File: src/rtl/tile_scheduler_if.sv
// tile_scheduler_if: job/config handshake and buffer/array control bundle for tile_scheduler.
//   master modport (decoder side): drives start, k_tiles, n_tiles, m_rows, acc_keep, stall;
//                                  observes busy, done, buffer reads, accumulator control, n_idx.
//   slave modport (scheduler side): the mirror image.
// Widths must match the derived widths inside tile_scheduler for the chosen parameters.
interface tile_scheduler_if #(
    parameter int unsigned ADDR_W = 16,
    parameter int unsigned KT_W   = 5,   // $clog2(MAX_K_TILES+1)
    parameter int unsigned NT_W   = 5,   // $clog2(MAX_N_TILES+1)
    parameter int unsigned M_W    = 6,   // $clog2(A_ROWS+1)
    parameter int unsigned NI_W   = 4    // $clog2(MAX_N_TILES)
);
    logic              start;
    logic [KT_W-1:0]   k_tiles;
    logic [NT_W-1:0]   n_tiles;
    logic [M_W-1:0]    m_rows;
    logic              acc_keep;
    logic              stall;
    logic              busy;
    logic              done;
    logic              w_rd_en;
    logic [ADDR_W-1:0] w_rd_addr;
    logic              a_rd_en;
    logic [ADDR_W-1:0] a_rd_addr;
    logic              acc_wr_en;
    logic              acc_clear;
    logic              acc_rd_en;
    logic [ADDR_W-1:0] acc_addr;
    logic [NI_W-1:0]   n_idx;

    modport master (
        output start, k_tiles, n_tiles, m_rows, acc_keep, stall,
        input  busy, done, w_rd_en, w_rd_addr, a_rd_en, a_rd_addr,
               acc_wr_en, acc_clear, acc_rd_en, acc_addr, n_idx
    );

    modport slave (
        input  start, k_tiles, n_tiles, m_rows, acc_keep, stall,
        output busy, done, w_rd_en, w_rd_addr, a_rd_en, a_rd_addr,
               acc_wr_en, acc_clear, acc_rd_en, acc_addr, n_idx
    );
endinterface

File: src/rtl/tile_scheduler.sv
// tile_scheduler: walks a weight matrix as K x N tiles and the activation matrix in K-slices,
// issuing weight/input buffer reads, accumulator write/clear and flush reads per job.
//   clk, rst_n : single clock, synchronous active-low reset
//   bus        : tile_scheduler_if.slave carrying job config, stall, status and buffer control
module tile_scheduler #(
    parameter int unsigned SYS_ROWS     = 50,
    parameter int unsigned SYS_COLS     = 50,
    parameter int unsigned A_ROWS       = 50,
    parameter int unsigned MAX_K_TILES  = 16,
    parameter int unsigned MAX_N_TILES  = 16,
    parameter int unsigned DRAIN_CYCLES = SYS_ROWS + SYS_COLS,
    parameter int unsigned ADDR_W       = 16
) (
    input logic             clk,
    input logic             rst_n,
    tile_scheduler_if.slave bus
);
    localparam int unsigned KT_W = $clog2(MAX_K_TILES + 1);
    localparam int unsigned NT_W = $clog2(MAX_N_TILES + 1);
    localparam int unsigned M_W  = $clog2(A_ROWS + 1);
    localparam int unsigned KI_W = $clog2(MAX_K_TILES);
    localparam int unsigned NI_W = $clog2(MAX_N_TILES);
    // One shared phase counter covers weight rows, stream rows, drain wait and flush rows.
    localparam int unsigned CNT_MAX0 = (SYS_ROWS > A_ROWS) ? SYS_ROWS : A_ROWS;
    localparam int unsigned CNT_MAX  = (CNT_MAX0 > DRAIN_CYCLES) ? CNT_MAX0 : DRAIN_CYCLES;
    localparam int unsigned CNT_W    = $clog2(CNT_MAX + 1);

    typedef enum logic [2:0] {
        StIdle, StLoadW, StStreamA, StDrain, StFlush, StDone
    } state_e;

    state_e            state_q, state_d;
    logic [KT_W-1:0]   k_tiles_q, k_tiles_d;
    logic [NT_W-1:0]   n_tiles_q, n_tiles_d;
    logic [M_W-1:0]    m_rows_q, m_rows_d;
    logic              acc_keep_q, acc_keep_d;
    logic [KI_W-1:0]   k_q, k_d;
    logic [NI_W-1:0]   n_q, n_d;
    logic [CNT_W-1:0]  cnt_q, cnt_d;
    logic [ADDR_W-1:0] w_addr_q, w_addr_d;
    logic [ADDR_W-1:0] a_addr_q, a_addr_d;

    logic load_last, row_last, drain_last, k_more, n_more, run;

    assign load_last  = (cnt_q == CNT_W'(SYS_ROWS - 1));
    assign row_last   = (cnt_q == CNT_W'(m_rows_q - M_W'(1)));
    assign drain_last = (cnt_q == CNT_W'(DRAIN_CYCLES - 1));
    assign k_more     = (KT_W'(k_q) + KT_W'(1)) < k_tiles_q;
    assign n_more     = (NT_W'(n_q) + NT_W'(1)) < n_tiles_q;
    assign run        = !bus.stall;

    always_ff @(posedge clk) begin
        if (!rst_n) begin
            state_q    <= StIdle;
            k_tiles_q  <= '0;
            n_tiles_q  <= '0;
            m_rows_q   <= '0;
            acc_keep_q <= 1'b0;
            k_q        <= '0;
            n_q        <= '0;
            cnt_q      <= '0;
            w_addr_q   <= '0;
            a_addr_q   <= '0;
        end else begin
            state_q    <= state_d;
            k_tiles_q  <= k_tiles_d;
            n_tiles_q  <= n_tiles_d;
            m_rows_q   <= m_rows_d;
            acc_keep_q <= acc_keep_d;
            k_q        <= k_d;
            n_q        <= n_d;
            cnt_q      <= cnt_d;
            w_addr_q   <= w_addr_d;
            a_addr_q   <= a_addr_d;
        end
    end

    // Next state and counters; a stalled active state holds everything.
    always_comb begin
        state_d    = state_q;
        k_tiles_d  = k_tiles_q;
        n_tiles_d  = n_tiles_q;
        m_rows_d   = m_rows_q;
        acc_keep_d = acc_keep_q;
        k_d        = k_q;
        n_d        = n_q;
        cnt_d      = cnt_q;
        w_addr_d   = w_addr_q;
        a_addr_d   = a_addr_q;
        unique case (state_q)
            StIdle: begin
                if (bus.start) begin
                    k_tiles_d  = bus.k_tiles;
                    n_tiles_d  = bus.n_tiles;
                    m_rows_d   = bus.m_rows;
                    acc_keep_d = bus.acc_keep;
                    k_d        = '0;
                    n_d        = '0;
                    cnt_d      = '0;
                    w_addr_d   = '0;
                    a_addr_d   = '0;
                    if (bus.k_tiles == '0 || bus.n_tiles == '0 || bus.m_rows == '0) begin
                        state_d = StDone;
                    end else begin
                        state_d = StLoadW;
                    end
                end
            end
            StLoadW: begin
                if (run) begin
                    w_addr_d = w_addr_q + ADDR_W'(1);
                    if (load_last) begin
                        cnt_d   = '0;
                        state_d = StStreamA;
                    end else begin
                        cnt_d = cnt_q + CNT_W'(1);
                    end
                end
            end
            StStreamA: begin
                if (run) begin
                    a_addr_d = a_addr_q + ADDR_W'(1);
                    if (row_last) begin
                        cnt_d = '0;
                        if (k_more) begin
                            k_d     = k_q + KI_W'(1);
                            state_d = StLoadW;
                        end else begin
                            state_d = StDrain;
                        end
                    end else begin
                        cnt_d = cnt_q + CNT_W'(1);
                    end
                end
            end
            StDrain: begin
                if (run) begin
                    if (drain_last) begin
                        cnt_d   = '0;
                        state_d = StFlush;
                    end else begin
                        cnt_d = cnt_q + CNT_W'(1);
                    end
                end
            end
            StFlush: begin
                if (run) begin
                    if (row_last) begin
                        cnt_d = '0;
                        if (n_more) begin
                            n_d      = n_q + NI_W'(1);
                            k_d      = '0;
                            a_addr_d = '0;
                            state_d  = StLoadW;
                        end else begin
                            state_d = StDone;
                        end
                    end else begin
                        cnt_d = cnt_q + CNT_W'(1);
                    end
                end
            end
            StDone: state_d = StIdle;
            default: state_d = StIdle;
        endcase
    end

    // Moore outputs; stall only gates the enables.
    always_comb begin
        bus.busy      = (state_q != StIdle);
        bus.done      = (state_q == StDone);
        bus.w_rd_en   = (state_q == StLoadW) && run;
        bus.w_rd_addr = w_addr_q;
        bus.a_rd_en   = (state_q == StStreamA) && run;
        bus.a_rd_addr = a_addr_q;
        bus.acc_wr_en = (state_q == StStreamA) && run;
        bus.acc_clear = (state_q == StStreamA) && run && (k_q == '0) && !acc_keep_q;
        bus.acc_rd_en = (state_q == StFlush) && run;
        bus.acc_addr  = '0;
        if (state_q == StStreamA || state_q == StFlush) begin
            bus.acc_addr = ADDR_W'(cnt_q);
        end
        bus.n_idx = n_q;
    end
endmodule
File: src/flat_wrapper.sv
// flat-port wrapper written by rule: the top's interface ports become plain ports
module tile_scheduler_flat 
#(
    parameter int unsigned SYS_ROWS     = 50,
    parameter int unsigned SYS_COLS     = 50,
    parameter int unsigned A_ROWS       = 50,
    parameter int unsigned MAX_K_TILES  = 16,
    parameter int unsigned MAX_N_TILES  = 16,
    parameter int unsigned DRAIN_CYCLES = SYS_ROWS + SYS_COLS,
    parameter int unsigned ADDR_W       = 16
)
  (clk, rst_n, bus_start, bus_k_tiles, bus_n_tiles, bus_m_rows, bus_acc_keep, bus_stall, bus_busy, bus_done, bus_w_rd_en, bus_w_rd_addr, bus_a_rd_en, bus_a_rd_addr, bus_acc_wr_en, bus_acc_clear, bus_acc_rd_en, bus_acc_addr, bus_n_idx);
  tile_scheduler_if #(.ADDR_W(ADDR_W)) bus_i ();
  input logic clk;
  input logic rst_n;
  input wire logic [$bits(bus_i.start)-1:0] bus_start;
  input wire logic [$bits(bus_i.k_tiles)-1:0] bus_k_tiles;
  input wire logic [$bits(bus_i.n_tiles)-1:0] bus_n_tiles;
  input wire logic [$bits(bus_i.m_rows)-1:0] bus_m_rows;
  input wire logic [$bits(bus_i.acc_keep)-1:0] bus_acc_keep;
  input wire logic [$bits(bus_i.stall)-1:0] bus_stall;
  output wire logic [$bits(bus_i.busy)-1:0] bus_busy;
  output wire logic [$bits(bus_i.done)-1:0] bus_done;
  output wire logic [$bits(bus_i.w_rd_en)-1:0] bus_w_rd_en;
  output wire logic [$bits(bus_i.w_rd_addr)-1:0] bus_w_rd_addr;
  output wire logic [$bits(bus_i.a_rd_en)-1:0] bus_a_rd_en;
  output wire logic [$bits(bus_i.a_rd_addr)-1:0] bus_a_rd_addr;
  output wire logic [$bits(bus_i.acc_wr_en)-1:0] bus_acc_wr_en;
  output wire logic [$bits(bus_i.acc_clear)-1:0] bus_acc_clear;
  output wire logic [$bits(bus_i.acc_rd_en)-1:0] bus_acc_rd_en;
  output wire logic [$bits(bus_i.acc_addr)-1:0] bus_acc_addr;
  output wire logic [$bits(bus_i.n_idx)-1:0] bus_n_idx;
  assign bus_i.start = bus_start;
  assign bus_i.k_tiles = bus_k_tiles;
  assign bus_i.n_tiles = bus_n_tiles;
  assign bus_i.m_rows = bus_m_rows;
  assign bus_i.acc_keep = bus_acc_keep;
  assign bus_i.stall = bus_stall;
  assign bus_busy = bus_i.busy;
  assign bus_done = bus_i.done;
  assign bus_w_rd_en = bus_i.w_rd_en;
  assign bus_w_rd_addr = bus_i.w_rd_addr;
  assign bus_a_rd_en = bus_i.a_rd_en;
  assign bus_a_rd_addr = bus_i.a_rd_addr;
  assign bus_acc_wr_en = bus_i.acc_wr_en;
  assign bus_acc_clear = bus_i.acc_clear;
  assign bus_acc_rd_en = bus_i.acc_rd_en;
  assign bus_acc_addr = bus_i.acc_addr;
  assign bus_n_idx = bus_i.n_idx;
  tile_scheduler #(.SYS_ROWS(SYS_ROWS), .SYS_COLS(SYS_COLS), .A_ROWS(A_ROWS), .MAX_K_TILES(MAX_K_TILES), .MAX_N_TILES(MAX_N_TILES), .DRAIN_CYCLES(DRAIN_CYCLES), .ADDR_W(ADDR_W)) u_core (.clk(clk), .rst_n(rst_n), .bus(bus_i));
endmodule
File: config.mk
export PLATFORM = sky130hd
export DESIGN_NAME = tile_scheduler_flat
export DESIGN_NICKNAME = d
export VERILOG_FILES = /design/src/rtl/tile_scheduler_if.sv /design/src/rtl/tile_scheduler.sv /design/src/flat_wrapper.sv
export SDC_FILE = /design/constraint.sdc
export NUM_CORES = 1
export LEC_CHECK = 0
export BUFFER_PORTS_ARGS = -buffer_cell sky130_fd_sc_hd__buf_2
export CAP_MARGIN = 20
export CELL_PAD_IN_SITES_DETAIL_PLACEMENT = 0
export CELL_PAD_IN_SITES_GLOBAL_PLACEMENT = 1
export CORE_MARGIN = 2
export CORE_UTILIZATION = 36
export CTS_CLUSTER_SIZE = 14
export DETAILED_ROUTE_END_ITERATION = 7
export PLACE_DENSITY = 0.78
export SYNTH_ARGS = -nofsm -noshare
export SYNTH_HDL_FRONTEND = slang
export SYNTH_SLANG_ARGS = --single-unit
export TNS_END_PERCENT = 1
File: constraint.sdc
create_clock -name clk -period 2.8 [get_ports clk]
set_clock_uncertainty 0.1 [all_clocks]
set_input_delay 0.14 -clock clk [delete_from_list [all_inputs] [get_ports clk]]
set_output_delay 0.14 -clock clk [all_outputs]
set_load 0.01 [all_outputs]
; Word level (Yosys, flattened, before mapping)
; Index checks and enable logic that the tools add are counted.
[totals]
register_bits = 67
input_bits = 21
out_inout_bits = 59
elab_cells = 110
[classes]
addsub = 8
n_lt_le_gt_ge = 2
eq_ne = 20
muxes = 42
n_reduce_logical = 28
[op_table]
columns = operator, count
row1 = two-way mux 16 bit, 6
row2 = two-way mux 7 bit, 8
row3 = case mux 16 bit (3 select lines), 1
row4 = two-way mux 4 bit, 10
row5 = two-way mux 3 bit, 11
row6 = "adder 16 x 1 -> 16 bit, second input constant", 2
row7 = case mux 16 bit (2 select lines), 1
row8 = case mux 7 bit (4 select lines), 1
row9 = case mux 3 bit (5 select lines), 1
row10 = "!= test 2 x 1 -> 1 bit, second input constant", 6
row11 = "!= test 2 bit, second input constant", 6
row12 = case mux 4 bit (3 select lines), 1
row13 = "adder 4 x 1 -> 5 bit, second input constant", 2
row14 = logical NOT 5 bit, 2
row15 = less-than comparator 5 bit, 2
row16 = AND reduction 5 bit, 2
row17 = AND reduction 9 bit, 1
row18 = "adder 4 x 1 -> 4 bit, second input constant", 2
row19 = case mux 4 bit (2 select lines), 1
row20 = AND reduction 8 bit, 1
row21 = "adder 7 x 1 -> 7 bit, second input constant", 1
row22 = "== test 7 x 6 -> 1 bit, second input constant", 1
row23 = == test 7 bit, 1
row24 = "== test 7 bit, second input constant", 1
row25 = other kinds (18), 29

; Depth between registers and ports, before layout
; Gate-level depths: netlist of run 1.
[depth]
ltp_word = 6
depth_mapped = 10
depth_no_buf = 9

; Worst setup path after synthesis of run 1
; No wires, ideal clock.
[synth_path]
path_type = register to register
startpoint = register u_core.m_rows_q[0]
endpoint = register u_core.a_addr_q[1] (netlist: u_core.bus.a_rd_addr[1])
setup_time_ps = 70
arrival_time_ps = 2469
t_required_ps = 2630
slack_ps = 161
path_stages_with_launch = 8
path_buffers = 1
synth_period_minus_slack_ps = 2639
path_cell_list = dfxtp_1 > or3_4 > or4_4 > a2111oi_4 > a21oi_2 > buf_2 > or3b_1 > a21oi_1
[synth_via]
elab_chain_len = 4
[synth_rtl]
columns = item, line_no
row1 = "start, declared", tile_scheduler.sv:35  ; logic [M_W-1:0] m_rows_q, m_rows_d;
row2 = "start signal, assigned", tile_scheduler.sv:68  ; m_rows_q <= m_rows_d;
row3 = subtractor 6 x 1 -> 7 bit, tile_scheduler.sv:46  ; assign row_last = (cnt_q == CNT_W'(m_rows_q - M_W'(1)));
row4 = == test 7 bit, tile_scheduler.sv:46
row5 = != test 2 x 1 -> 1 bit (no line), --
row6 = AND reduction 6 bit (no line), --
row7 = "end signal, assigned", tile_scheduler.sv:74  ; a_addr_q <= a_addr_d;
row8 = "end, declared", tile_scheduler.sv:41  ; logic [ADDR_W-1:0] a_addr_q, a_addr_d;
; Every way passes these cells.
; A chain may end at the register's enable or synchronous reset.

; Worst setup path in the final report of run 1
[layout_path]
startpoint = register u_core.m_rows_q[0]
endpoint = register u_core.k_q[3]
[layout_via]
elab_chain_len = 4
word_cells_on_any_way = 5
cone_classes = add/sub (1) / eq/ne (3) / reduce/logical (1)
[layout_rtl]
columns = item, line_no
row1 = subtractor 6 x 1 -> 7 bit (*), tile_scheduler.sv:46
row2 = == test 7 bit (*), tile_scheduler.sv:46
row3 = != test 2 x 1 -> 1 bit (no line), --
row4 = AND reduction 8 bit (no line) (*), --
row5 = "end signal, assigned", tile_scheduler.sv:70  ; k_q <= k_d;
row6 = "end, declared", tile_scheduler.sv:37  ; logic [KI_W-1:0] k_q, k_d;
; Mark *: on every way between the ends. The rest lies on a longest branch, timed or not.

==> results of run 1 <==
cells in the mapped netlist, types with 4 or more instances:
cell type,number
o31ai_1,5
nor3b_1,5
inv_1,19
a21oi_1,39
or3_1,5
mux2i_1,16
o21ai_0,17
buf_4,10
ha_1,16
nor3_1,22
nand2_1,63
nand3_1,40
nand3b_1,13
xor2_1,14
a31oi_1,6
dfxtp_1,67
o211ai_1,5
nand4_1,6
nor2b_1,7
or4_1,7
clkbuf_1,28
nor2_1,34
and3_1,12
o22ai_1,4
xnor2_1,9
final timing paths:
kind,endpoint,slack (ns),from
setup / recovery,u_core.k_q[3]$_SDFFE_PN0P_,0.13,u_core.m_rows_q[0]$_SDFFE_PN0P_
hold / removal,u_core.state_q[2]$_SDFFE_PN0P_,0.1,rst_n
setup reg to reg,u_core.k_q[3]$_SDFFE_PN0P_,0.13,u_core.m_rows_q[0]$_SDFFE_PN0P_
hold reg to reg,u_core.k_tiles_q[2]$_SDFFE_PN0P_,0.36,u_core.k_tiles_q[2]$_SDFFE_PN0P_
kinds of logic (layout without fill, tap and decap cells):
family / after synthesis / in the layout / synth area share
mux: 16 / 16 / 0.0399
simple gates: 238 / 238 / 0.312
flops: 67 / 67 / 0.334
fa+ha+maj: 16 / 16 / 0.0499
buf+inv: 60 / 151 / 0.0658
xor+xnor: 23 / 23 / 0.0502
compound gates: 94 / 94 / 0.147
other cells: 1 / 9 / 0.000934
final cells by class:
cell class / count / share of cell area
Tap cell: 140 / 0.0351
Multi-Input combinational cell: 396 / 0.492
Sequential cell: 67 / 0.268
Inverter: 19 / 0.0143
Clock buffer: 9 / 0.0248
Timing Repair Buffer: 116 / 0.150
Clock inverter: 7 / 0.0153
power by group:
group | internal (mW) | total [mW] | switching (mW)
Sequential | 1.04 | 1.13 | 0.0928
Combinational | 0.492 | 1.25 | 0.760
Clock | 0.416 | 0.825 | 0.410
metal layers:
layer | track usage | up-vias | wire length, um
li1 | - | 1995 | -
met1 | 0.247 | 1925 | 4970
met2 | 0.282 | 108 | 4670
met3 | 0.0415 | 5 | 573
met4 | 0.0461 | 0 | 65
met5 | 0 | - | 0
state kept, by name (all words and copies together) (netlist names):
signal / flops
u_core.bus.a_rd_addr: 16
u_core.bus.w_rd_addr: 16
u_core.cnt_q: 7
u_core.m_rows_q: 6
u_core.k_tiles_q: 5
u_core.n_tiles_q: 5
u_core.bus.n_idx: 4
u_core.k_q: 4
u_core.state_q: 3
u_core.acc_keep_q: 1
cell usage in the layout (no fill, tap or decap), types with 17 or more instances in the layout:
master / instances
a21oi_1: 39
buf_2: 70
buf_4: 28
dfxtp_1: 67
dlygate4sd3_1: 17
inv_1: 19
nand2_1: 63
nand3_1: 40
nor2_1: 34
nor3_1: 22
o21ai_0: 17
through the flow:
step                instances  setup WS, ns  cell area [um2]  hold WS [ns]  utilization
floorplan                 523         0.161             4040         0.176            -
global placement          720         0.140             4600         0.287        0.424
detailed placement        720        0.0533             4600         0.290        0.424
CTS                       753        0.0288             4970        0.0754        0.458
global route              754        0.0248             5000        0.0837        0.461
finish                    754         0.131             5000        0.0980        0.461
worst max-delay path, stage by stage, from the launching register on:
cell and delay (ns):
dfxtp_1 0.31, or3_4 0.38, or4_4 0.50, a2111oi_4 0.29
buf_4 0.18, buf_4 0.12, nand3_1 0.12, a211oi_4 0.34
mux2i_1 0.24
timing repair:
| item | CTS | global route |
|---|---|---|
| setup endpoints to repair | 0 | 20 |
| hold buffers | 17 | 0 |
| endpoints found under the hold margin | 17 | 0 |
| resized for setup | 0 | 3 |
| setup buffers | 0 | 1 |
==> out/metrics.json, run 1 <==
{
  "route": {
    "drt_drc_violations_left": 0,
    "finalWirelength_um": 10300,
    "post_detailed_route_via_to_cell_ratio": 5.35,
    "first_pass_iters": 5,
    "drt-wirelength-per-cell_um": 13.6,
    "drtAntennaViolNets": 0,
    "drt_iter0_markers": 234,
    "detailroute.via_count": 4033
  },
  "yosys": {
    "yosys_most_used_dff": "dfxtp_1",
    "post_synthesis_cell_type_with_the_largest_combined_area": "dfxtp_1",
    "syn_avg_cell_area_um2": 7.79,
    "synth_top_cell_area_share": 0.334,
    "ys_async_sr_fraction": 0,
    "syn-instance-count": 515,
    "yosys-top-cells-area": "dfxtp_1 (33%), nand2_1 (5.9%), ha_1 (5.0%)",
    "synthDistinctLibCells": 57,
    "number_of_flops_mapped_to_enable_cells_by_yosys": 0,
    "syn-cell-area_um2": 4010,
    "synth_seq_cells": 67,
    "synth-warning-count": 0,
    "synth-seq-area-share": 0.334
  },
  "power_and_ir_drop": {
    "total_power_mw": 3.21,
    "power-per-cell-area_nw_per_um2": 642,
    "largest_voltage_drop_on_the_vdd_net_mv": 0.331,
    "leakage_nw": 2.06
  },
  "run": {
    "maxCapViolations": 0
  },
  "setup_path": {
    "path_max_fanout": 3,
    "startpoint_type": "flop",
    "worstPathRequired_ns": 2.96,
    "cp_data_arrival_time_ns": 2.83,
    "timing_worst_setup_path_type": "reg -> reg",
    "reg2regPathDepth": 8,
    "timing.critical_path.to_type": "flop"
  },
  "floorplan": {
    "chipWidth_um": 110,
    "die_area_um2": 12000,
    "die_height_um": 110,
    "start_util": 0.370,
    "core_region_area_um2": 10800,
    "io-pin-count": 80,
    "floorplan.rows": 38
  },
  "timing": {
    "final_max_slew_violation_count": 0,
    "achievable-frequency_mhz": 375,
    "finalHoldViolations": 0,
    "grt_setup_unrepaired": "false",
    "period_needed_ns": 2.67,
    "fin_tns_setup_ns": 0,
    "worst-slew-pin-transition_ns": 0.532,
    "finalSetupViolations": 0,
    "timing.max_slew.rel_slack": 0.642,
    "layout_worst_path_cycle_share": 0.953
  },
  "hold_path": {
    "worstHoldPathType": "in -> reg",
    "timing.hold.worst_path_depth": 2
  },
  "place": {
    "port_buffers": 70,
    "dpl.hpwl_um": 7290,
    "globalplace.congestion": 0.829
  },
  "cts": {
    "clk_slew_on_worst_s_h_paths_ns": 0.08,
    "clock_sinks": 67,
    "cts_inserted_buffers": 9,
    "maximum_number_of_buffers_from_clock_root_to_sink": 2,
    "clk_root_buffer_cell": "clkbuf_8",
    "clk-insertion-delay-late_ns": 0.34,
    "tritoncts": "done",
    "htree_levels": 3
  },
  "final_layout": {
    "n_antenna_cell": 0,
    "finish.net_count": 646,
    "nFillCells": 1112,
    "syn2layout_area_growth_pct": 24.5,
    "multi_input_comb_area_um2": 2460,
    "post_route_cells_drive_above_1_share": 0.202,
    "seq_area_um2": 1340
  },
  "global_route": {
    "gr-usage-all-layers": 0.179,
    "grt_first_pass_wirelength_um": 17300,
    "grt_antenna_before_repair": 0,
    "gr_overflow_total": 0,
    "vias_in_the_first_global_route": 3687,
    "maximum_number_of_pins_on_one_net_before_global_route_repair": 32
  },
  "outcome": {
    "run_status": "finished, final reports clean"
  }
}
No activity file was read; power rests on OpenSTA's default activity.
==> run 2, diff against run 1 <==
Settings changed: CTS_CLUSTER_SIZE 14 to unset, PLACE_DENSITY 0.78 to unset, PLACE_DENSITY_LB_ADDON set to 0.12.
==> out/metrics.json, run 2 (synthesized netlist as in run 1, its figures left out) <==
{
  "outcome": {
    "run_status": {"value": "finished, final reports clean", "change": "unchanged"}
  },
  "floorplan": {
    "die_area": {"value": 12000, "unit": "um2", "change": "unchanged"},
    "chipWidth": {"value": 110, "unit": "um", "change": "unchanged"},
    "io-pin-count": {"value": 80, "change": "unchanged"},
    "floorplan.rows": {"value": 38, "change": "unchanged"},
    "start_util": {"value": 0.370, "change": "unchanged"},
    "core_region_area": {"value": 10800, "unit": "um2", "change": "unchanged"},
    "die_height": {"value": 110, "unit": "um", "change": "unchanged"}
  },
  "timing": {
    "grt_setup_unrepaired": {"value": "true", "change": "was false"},
    "timing.max_slew.rel_slack": {"value": 0.627, "change": "was 0.642"},
    "finalSetupViolations": {"value": 0, "change": "unchanged"},
    "worst-slew-pin-transition": {"value": 0.558, "unit": "ns", "change": "was 0.532 ns"},
    "period_needed": {"value": 2.64, "unit": "ns", "change": "was 2.67 ns"},
    "layout_worst_path_cycle_share": {"value": 0.942, "change": "was 0.953"},
    "fin_tns_setup": {"value": 0, "unit": "ns", "change": "unchanged"},
    "achievable-frequency": {"value": 379, "unit": "MHz", "change": "was 375 MHz"},
    "final_max_slew_violation_count": {"value": 0, "change": "unchanged"},
    "finalHoldViolations": {"value": 0, "change": "unchanged"}
  },
  "setup_path": {
    "reg2reg_setup_slack": {"value": 0.16, "unit": "ns", "change": "was 0.13 ns"},
    "crit-reg2reg-launch": {"value": "u_core.m_rows_q[0]$_SDFFE_PN0P_", "change": "unchanged"},
    "reg2regPathDepth": {"value": 7, "change": "was 8"},
    "startpoint_type": {"value": "flop", "change": "unchanged"},
    "crit-reg2reg-capture": {"value": "u_core.bus.a_rd_addr[4]$_SDFFE_PN0P_", "change": "was u_core.k_q[3]$_SDFFE_PN0P_"},
    "timing.critical_path.to_type": {"value": "flop", "change": "unchanged"},
    "path_max_fanout": {"value": 13, "change": "was 3"},
    "timing_worst_setup_path_type": {"value": "reg -> reg", "change": "unchanged"},
    "worstPathRequired": {"value": 2.98, "unit": "ns", "change": "was 2.96 ns"},
    "cp_data_arrival_time": {"value": 2.82, "unit": "ns", "change": "was 2.83 ns"}
  },
  "route": {
    "detailroute.via_count": {"value": 3951, "change": "was 4,033"},
    "drtAntennaViolNets": {"value": 0, "change": "unchanged"},
    "drt_drc_violations_left": {"value": 0, "change": "unchanged"},
    "drt_iter0_markers": {"value": 197, "change": "was 234"},
    "drt-wirelength-per-cell": {"value": 14.1, "unit": "um", "change": "was 13.6 um"},
    "finalWirelength": {"value": 10700, "unit": "um", "change": "was 10,300 um"},
    "post_detailed_route_via_to_cell_ratio": {"value": 5.23, "change": "was 5.35"},
    "first_pass_iters": {"value": 4, "change": "was 5"}
  },
  "final_layout": {
    "post_route_cells_drive_above_1_share": {"value": 0.207, "change": "was 0.202"},
    "finish.net_count": {"value": 647, "change": "was 646"},
    "mostFrequentLayoutCell": {"value": "buf_2", "change": "unchanged"},
    "layout.cells.most_common_list": {"value": "buf_2 (70), dfxtp_1 (66), nand2_1 (63)", "change": "was buf_2 (70), dfxtp_1 (67), nand2_1 (63)"},
    "nFillCells": {"value": 1122, "change": "was 1,112"},
    "seq_area": {"value": 1340, "unit": "um2", "change": "about the same"},
    "n_antenna_cell": {"value": 0, "change": "unchanged"},
    "syn2layout_area_growth": {"value": 24.8, "unit": "%", "change": "was 24.5%"},
    "multi_input_comb_area": {"value": 2450, "unit": "um2", "change": "was 2460 um2"}
  },
  "power_and_ir_drop": {
    "largest_voltage_drop_on_the_vdd_net": {"value": 0.294, "unit": "mV", "change": "was 0.331 mV"},
    "leakage": {"value": 2.06, "unit": "nW", "change": "about the same"},
    "total_power": {"value": 3.25, "unit": "mW", "change": "was 3.21 mW"},
    "power-per-cell-area": {"value": 649, "unit": "nW/um2", "change": "was 642 nW/um2"}
  },
  "cts": {
    "htree_levels": {"value": 3, "change": "unchanged"},
    "clk_root_buffer_cell": {"value": "clkbuf_8", "change": "unchanged"},
    "clock_sinks": {"value": 67, "change": "unchanged"},
    "maximum_number_of_buffers_from_clock_root_to_sink": {"value": 2, "change": "unchanged"},
    "clk_slew_on_worst_s_h_paths": {"value": 0.08, "unit": "ns", "change": "about the same"},
    "tritoncts": {"value": "done", "change": "unchanged"},
    "cts_inserted_buffers": {"value": 9, "change": "unchanged"},
    "clk-insertion-delay-late": {"value": 0.35, "unit": "ns", "change": "was 0.34 ns"}
  },
  "place": {
    "dpl.hpwl": {"value": 7470, "unit": "um", "change": "was 7290 um"},
    "port_buffers": {"value": 70, "change": "unchanged"},
    "globalplace.congestion": {"value": 0.836, "change": "was 0.829"}
  },
  "global_route": {
    "grt_first_pass_wirelength": {"value": 17400, "unit": "um", "change": "was 17,300 um"},
    "grt_antenna_before_repair": {"value": 0, "change": "unchanged"},
    "maximum_number_of_pins_on_one_net_before_global_route_repair": {"value": 31, "change": "was 32"},
    "gr_overflow_total": {"value": 0, "change": "unchanged"},
    "vias_in_the_first_global_route": {"value": 3527, "change": "was 3,687"},
    "gr-usage-all-layers": {"value": 0.185, "change": "was 0.179"}
  },
  "hold_path": {
    "hold_end": {"value": "u_core.state_q[2]$_SDFFE_PN0P_", "change": "unchanged"},
    "worstHoldPathType": {"value": "in -> reg", "change": "unchanged"},
    "timing.hold.worst_path_depth": {"value": 2, "change": "unchanged"},
    "hp-start": {"value": "rst_n", "change": "unchanged"}
  },
  "run": {
    "maxCapViolations": {"value": 0, "change": "unchanged"}
  }
}
run 2: cell types whose count changed in the layout (fill, tap and decap cells not counted), sizes merged:
cell / previous run / this run
clkinvlp: 2 / 1
inv: 20 / 19
buf: 99 / 100
clkinv: 3 / 2
clkbuf: 9 / 12
run 2: power breakdown:
group	total, mW	internal [mW]	switching [mW]
Combinational	1.23	0.498	0.731
Clock	0.875	0.482	0.393
Sequential	1.15	1.04	0.110
run 2: worst max path at each step:
stage	from	to	depth (start not counted)
final	u_core.m_rows_q[0]$_SDFFE_PN0P_	u_core.bus.a_rd_addr[4]$_SDFFE_PN0P_	7
after detailed placement	u_core.m_rows_q[0]$_SDFFE_PN0P_	u_core.bus.a_rd_addr[3]$_SDFFE_PN0P_	6
after CTS	u_core.bus.n_idx[1]$_SDFFE_PN0P_	u_core.bus.a_rd_addr[4]$_SDFFE_PN0P_	10
after floorplan	u_core.m_rows_q[0]$_SDFFE_PN0P_	u_core.bus.a_rd_addr[1]$_SDFFE_PN0P_	7
after global placement	u_core.bus.n_idx[1]$_SDFFE_PN0P_	u_core.bus.a_rd_addr[3]$_SDFFE_PN0P_	10
after global routing	u_core.k_q[0]$_SDFFE_PN0P_	u_core.k_q[0]$_SDFFE_PN0P_	8
run 2: critical path, stage by stage (launching register included):
cell and delay [ns]:
dfxtp_1 0.31, or3_4 0.38, or4_4 0.50, a2111oi_4 0.33, buf_4 0.18, a21oi_4 0.11
or4_1 0.52, a21oi_1 0.14
run 2: metal layers:
layer	vias to the layer above	GRT usage	wire, um
met4	0	0.0570	165
met3	16	0.0385	455
met5	-	0	0
li1	1998	-	-
met2	91	0.277	4610
met1	1846	0.264	5420
run 2: layout make-up:
type	instances	share of cell area
Multi-Input combinational cell	396	0.489
Sequential cell	67	0.268
Timing Repair Buffer	117	0.151
Tap cell	140	0.0350
Clock buffer	12	0.0330
Inverter	19	0.0142
Clock inverter	4	0.00949
run 2: timing repair:
item                                   CTS  global route
setup endpoints to repair                0            17
endpoints found under the hold margin   17             0
resized for setup                        0             4
buffers inserted                         0             1
hold buffers                            17             0
run 2: metrics by stage:
stage | std cells | setup slack (ns) | cell area, um2 | utilization | hold slack [ns]
2_1_floorplan | 523 | 0.161 | 4040 | - | 0.176
3_3_place_gp | 721 | 0.106 | 4610 | 0.425 | 0.293
3_5_place_dp | 721 | 0.116 | 4610 | 0.425 | 0.297
4_1_cts | 754 | 0.0771 | 4990 | 0.460 | 0.0569
5_1_grt | 755 | -0.0153 | 5010 | 0.462 | 0.0625
6_report | 755 | 0.162 | 5010 | 0.462 | 0.0666
==> run 3, diff against run 2 <==
==> constraint.sdc (replaced) <==
create_clock -name clk -period 2.8 [get_ports clk]
set_clock_uncertainty 0.1 [all_clocks]
set_input_delay 0.28 -clock clk [delete_from_list [all_inputs] [get_ports clk]]
set_output_delay 0.28 -clock clk [all_outputs]
set_load 0.01 [all_outputs]
==> out/metrics.json, run 3 (synthesized netlist as in run 1, its figures left out) <==
{
  "outcome": {
    "run_status": {"value": "finished, final reports clean", "change": "unchanged"}
  },
  "setup_path": {
    "crit_path_cell_trace": {"value": "or3_4, or4_4, a2111oi_4, buf_4, a21oi_4, or4_1, a21oi_1", "change": "unchanged"},
    "cp_data_arrival_time": {"value": 2.82, "unit": "ns", "change": "about the same"},
    "timing_worst_setup_path_type": {"value": "reg -> reg", "change": "unchanged"},
    "reg2reg_setup_slack": {"value": 0.16, "unit": "ns", "change": "about the same"},
    "startpoint_type": {"value": "flop", "change": "unchanged"},
    "timing.critical_path.to_type": {"value": "flop", "change": "unchanged"},
    "crit-reg2reg-capture": {"value": "u_core.bus.a_rd_addr[4]$_SDFFE_PN0P_", "change": "unchanged"},
    "crit-reg2reg-launch": {"value": "u_core.m_rows_q[0]$_SDFFE_PN0P_", "change": "unchanged"},
    "reg2regPathDepth": {"value": 7, "change": "unchanged"},
    "standard_cell_with_the_maximum_stage_delay_on_the_critical_path": {"value": "or4_1", "change": "unchanged"},
    "path_max_fanout": {"value": 13, "change": "unchanged"},
    "worstPathRequired": {"value": 2.98, "unit": "ns", "change": "about the same"},
    "timing.critical_path.slowest_cell_delay": {"value": 0.52, "unit": "ns", "change": "about the same"}
  },
  "timing": {
    "worst-slew-pin-transition": {"value": 0.557, "unit": "ns", "change": "was 0.558 ns"},
    "timing.max_slew.rel_slack": {"value": 0.627, "change": "about the same"},
    "finalHoldViolations": {"value": 0, "change": "unchanged"},
    "layout_worst_path_cycle_share": {"value": 0.943, "change": "was 0.942"},
    "final_max_slew_violation_count": {"value": 0, "change": "unchanged"},
    "whs": {"value": 0.0730, "unit": "ns", "change": "was 0.0666 ns"},
    "finalSetupViolations": {"value": 0, "change": "unchanged"},
    "fin_tns_setup": {"value": 0, "unit": "ns", "change": "unchanged"},
    "achievable-frequency": {"value": 379, "unit": "MHz", "change": "about the same"},
    "grt_setup_unrepaired": {"value": "true", "change": "unchanged"},
    "period_needed": {"value": 2.64, "unit": "ns", "change": "about the same"}
  },
  "floorplan": {
    "start_util": {"value": 0.370, "change": "unchanged"},
    "core_region_area": {"value": 10800, "unit": "um2", "change": "unchanged"},
    "chipWidth": {"value": 110, "unit": "um", "change": "unchanged"},
    "die_height": {"value": 110, "unit": "um", "change": "unchanged"},
    "io-pin-count": {"value": 80, "change": "unchanged"},
    "floorplan.rows": {"value": 38, "change": "unchanged"},
    "die_area": {"value": 12000, "unit": "um2", "change": "unchanged"}
  },
  "final_layout": {
    "mostFrequentLayoutCell": {"value": "buf_2", "change": "unchanged"},
    "post_route_cells_drive_above_1_share": {"value": 0.212, "change": "was 0.207"},
    "finish.net_count": {"value": 630, "change": "was 647"},
    "multi_input_comb_area": {"value": 2450, "unit": "um2", "change": "unchanged"},
    "syn2layout_area_growth": {"value": 20.6, "unit": "%", "change": "was 24.8%"},
    "layout.core_utilization": {"value": 0.446, "change": "was 0.462"},
    "n_antenna_cell": {"value": 0, "change": "unchanged"},
    "seq_area": {"value": 1340, "unit": "um2", "change": "unchanged"},
    "nFillCells": {"value": 1139, "change": "was 1,122"},
    "layout.cells.most_common_list": {"value": "buf_2 (70), dfxtp_1 (66), nand2_1 (63)", "change": "unchanged"}
  },
  "power_and_ir_drop": {
    "power-per-cell-area": {"value": 668, "unit": "nW/um2", "change": "was 649 nW/um2"},
    "leakage": {"value": 1.99, "unit": "nW", "change": "was 2.06 nW"},
    "largest_voltage_drop_on_the_vdd_net": {"value": 0.292, "unit": "mV", "change": "was 0.294 mV"}
  },
  "cts": {
    "htree_levels": {"value": 3, "change": "unchanged"},
    "cts_hold_repair.buffers": {"value": 0, "change": "was 17"},
    "clk-insertion-delay-late": {"value": 0.35, "unit": "ns", "change": "about the same"},
    "tritoncts": {"value": "done", "change": "unchanged"},
    "cts_inserted_buffers": {"value": 9, "change": "unchanged"},
    "clk_slew_on_worst_s_h_paths": {"value": 0.07, "unit": "ns", "change": "was 0.08 ns"},
    "clk_root_buffer_cell": {"value": "clkbuf_8", "change": "unchanged"},
    "maximum_number_of_buffers_from_clock_root_to_sink": {"value": 2, "change": "unchanged"},
    "clock_sinks": {"value": 67, "change": "unchanged"}
  },
  "place": {
    "port_buffers": {"value": 70, "change": "unchanged"},
    "dpl.hpwl": {"value": 7470, "unit": "um", "change": "unchanged"},
    "globalplace.congestion": {"value": 0.836, "change": "unchanged"}
  },
  "route": {
    "post_detailed_route_via_to_cell_ratio": {"value": 5.22, "change": "was 5.23"},
    "drt-wirelength-per-cell": {"value": 14.1, "unit": "um", "change": "about the same"},
    "drt_iter0_markers": {"value": 179, "change": "was 197"},
    "finalWirelength": {"value": 10400, "unit": "um", "change": "was 10,700 um"},
    "first_pass_iters": {"value": 4, "change": "unchanged"},
    "drtAntennaViolNets": {"value": 0, "change": "unchanged"},
    "detailroute.via_count": {"value": 3853, "change": "was 3,951"},
    "drt_drc_violations_left": {"value": 0, "change": "unchanged"}
  },
  "global_route": {
    "maximum_number_of_pins_on_one_net_before_global_route_repair": {"value": 31, "change": "unchanged"},
    "gr-usage-all-layers": {"value": 0.181, "change": "was 0.185"},
    "gr_overflow_total": {"value": 0, "change": "unchanged"},
    "grt_antenna_before_repair": {"value": 0, "change": "unchanged"},
    "grt_first_pass_wirelength": {"value": 17100, "unit": "um", "change": "was 17,400 um"},
    "vias_in_the_first_global_route": {"value": 3431, "change": "was 3,527"}
  },
  "hold_path": {
    "timing.hold.worst_path_depth": {"value": 3, "change": "was 2"},
    "hp-start": {"value": "bus_m_rows[4]", "change": "was rst_n"},
    "hold_end": {"value": "u_core.m_rows_q[4]$_SDFFE_PN0P_", "change": "was u_core.state_q[2]$_SDFFE_PN0P_"},
    "worstHoldPathType": {"value": "in -> reg", "change": "unchanged"}
  },
  "run": {
    "maxCapViolations": {"value": 0, "change": "unchanged"}
  }
}
==> run 3: how the worst max path moves through the flow <==
stage                                     start                                    to  slack, ns
5_1_grt              u_core.k_q[0]$_SDFFE_PN0P_            u_core.k_q[0]$_SDFFE_PN0P_      -0.02
3_5_place_dp    u_core.m_rows_q[0]$_SDFFE_PN0P_  u_core.bus.a_rd_addr[3]$_SDFFE_PN0P_       0.12
3_3_place_gp   u_core.bus.n_idx[1]$_SDFFE_PN0P_  u_core.bus.a_rd_addr[3]$_SDFFE_PN0P_       0.11
6_report        u_core.m_rows_q[0]$_SDFFE_PN0P_  u_core.bus.a_rd_addr[4]$_SDFFE_PN0P_       0.16
2_1_floorplan   u_core.m_rows_q[0]$_SDFFE_PN0P_  u_core.bus.a_rd_addr[1]$_SDFFE_PN0P_       0.16
4_1_cts        u_core.bus.n_idx[1]$_SDFFE_PN0P_  u_core.bus.a_rd_addr[4]$_SDFFE_PN0P_       0.08
==> run 3: routing by layer <==
layer | global-route usage | routed length [um] | share of wire | vias up
met1 | 0.262 | 5290 | 0.51 | 1793
met2 | 0.269 | 4470 | 0.43 | 84
li1 | - | - | - | 1964
met3 | 0.0391 | 516 | 0.050 | 12
met5 | 0 | 0 | 0 | -
met4 | 0.0515 | 130 | 0.012 | 0
==> run 3: power breakdown <==
group | leakage, nW | internal (mW) | total [mW] | switching [mW]
Sequential | 0.543 | 1.04 | 1.15 | 0.110
Clock | 0.108 | 0.481 | 0.873 | 0.392
Combinational | 1.34 | 0.482 | 1.21 | 0.728
==> run 3: timing repair <==
| item | in CTS | in global routing |
|---|---|---|
| endpoints found under the setup margin | 0 | 17 |
| resized for setup | 0 | 4 |
| buffers inserted | 0 | 1 |
==> run 3: critical path: cells and delay by family (launching register included) <==
kind | cells | cell delay (ns)
AOI/OAI and AO/OA | 3 | 0.58
buffers and inverters | 1 | 0.18
DFF | 1 | 0.31
and+or+nand+nor | 3 | 1.40
==> run 3: cell type report <==
type / count / area share
tap: 140 / 0.0362
timing repair buffer: 100 / 0.122
clock inverter: 4 / 0.00982
inverter: 19 / 0.0147
multi-input combinational: 396 / 0.506
clock buffer: 12 / 0.0341
sequential: 67 / 0.277
==> run 3: through the flow <==
stage	setup slack, ns	power (mW)	instances	area (um2)
after CTS	0.0771	3.27	737	4820
after detailed placement	0.116	2.37	721	4610
after global routing	-0.0153	3.49	738	4840
after global placement	0.106	2.36	721	4610
final	0.161	3.23	738	4840
after floorplan	0.161	1.96	523	4040
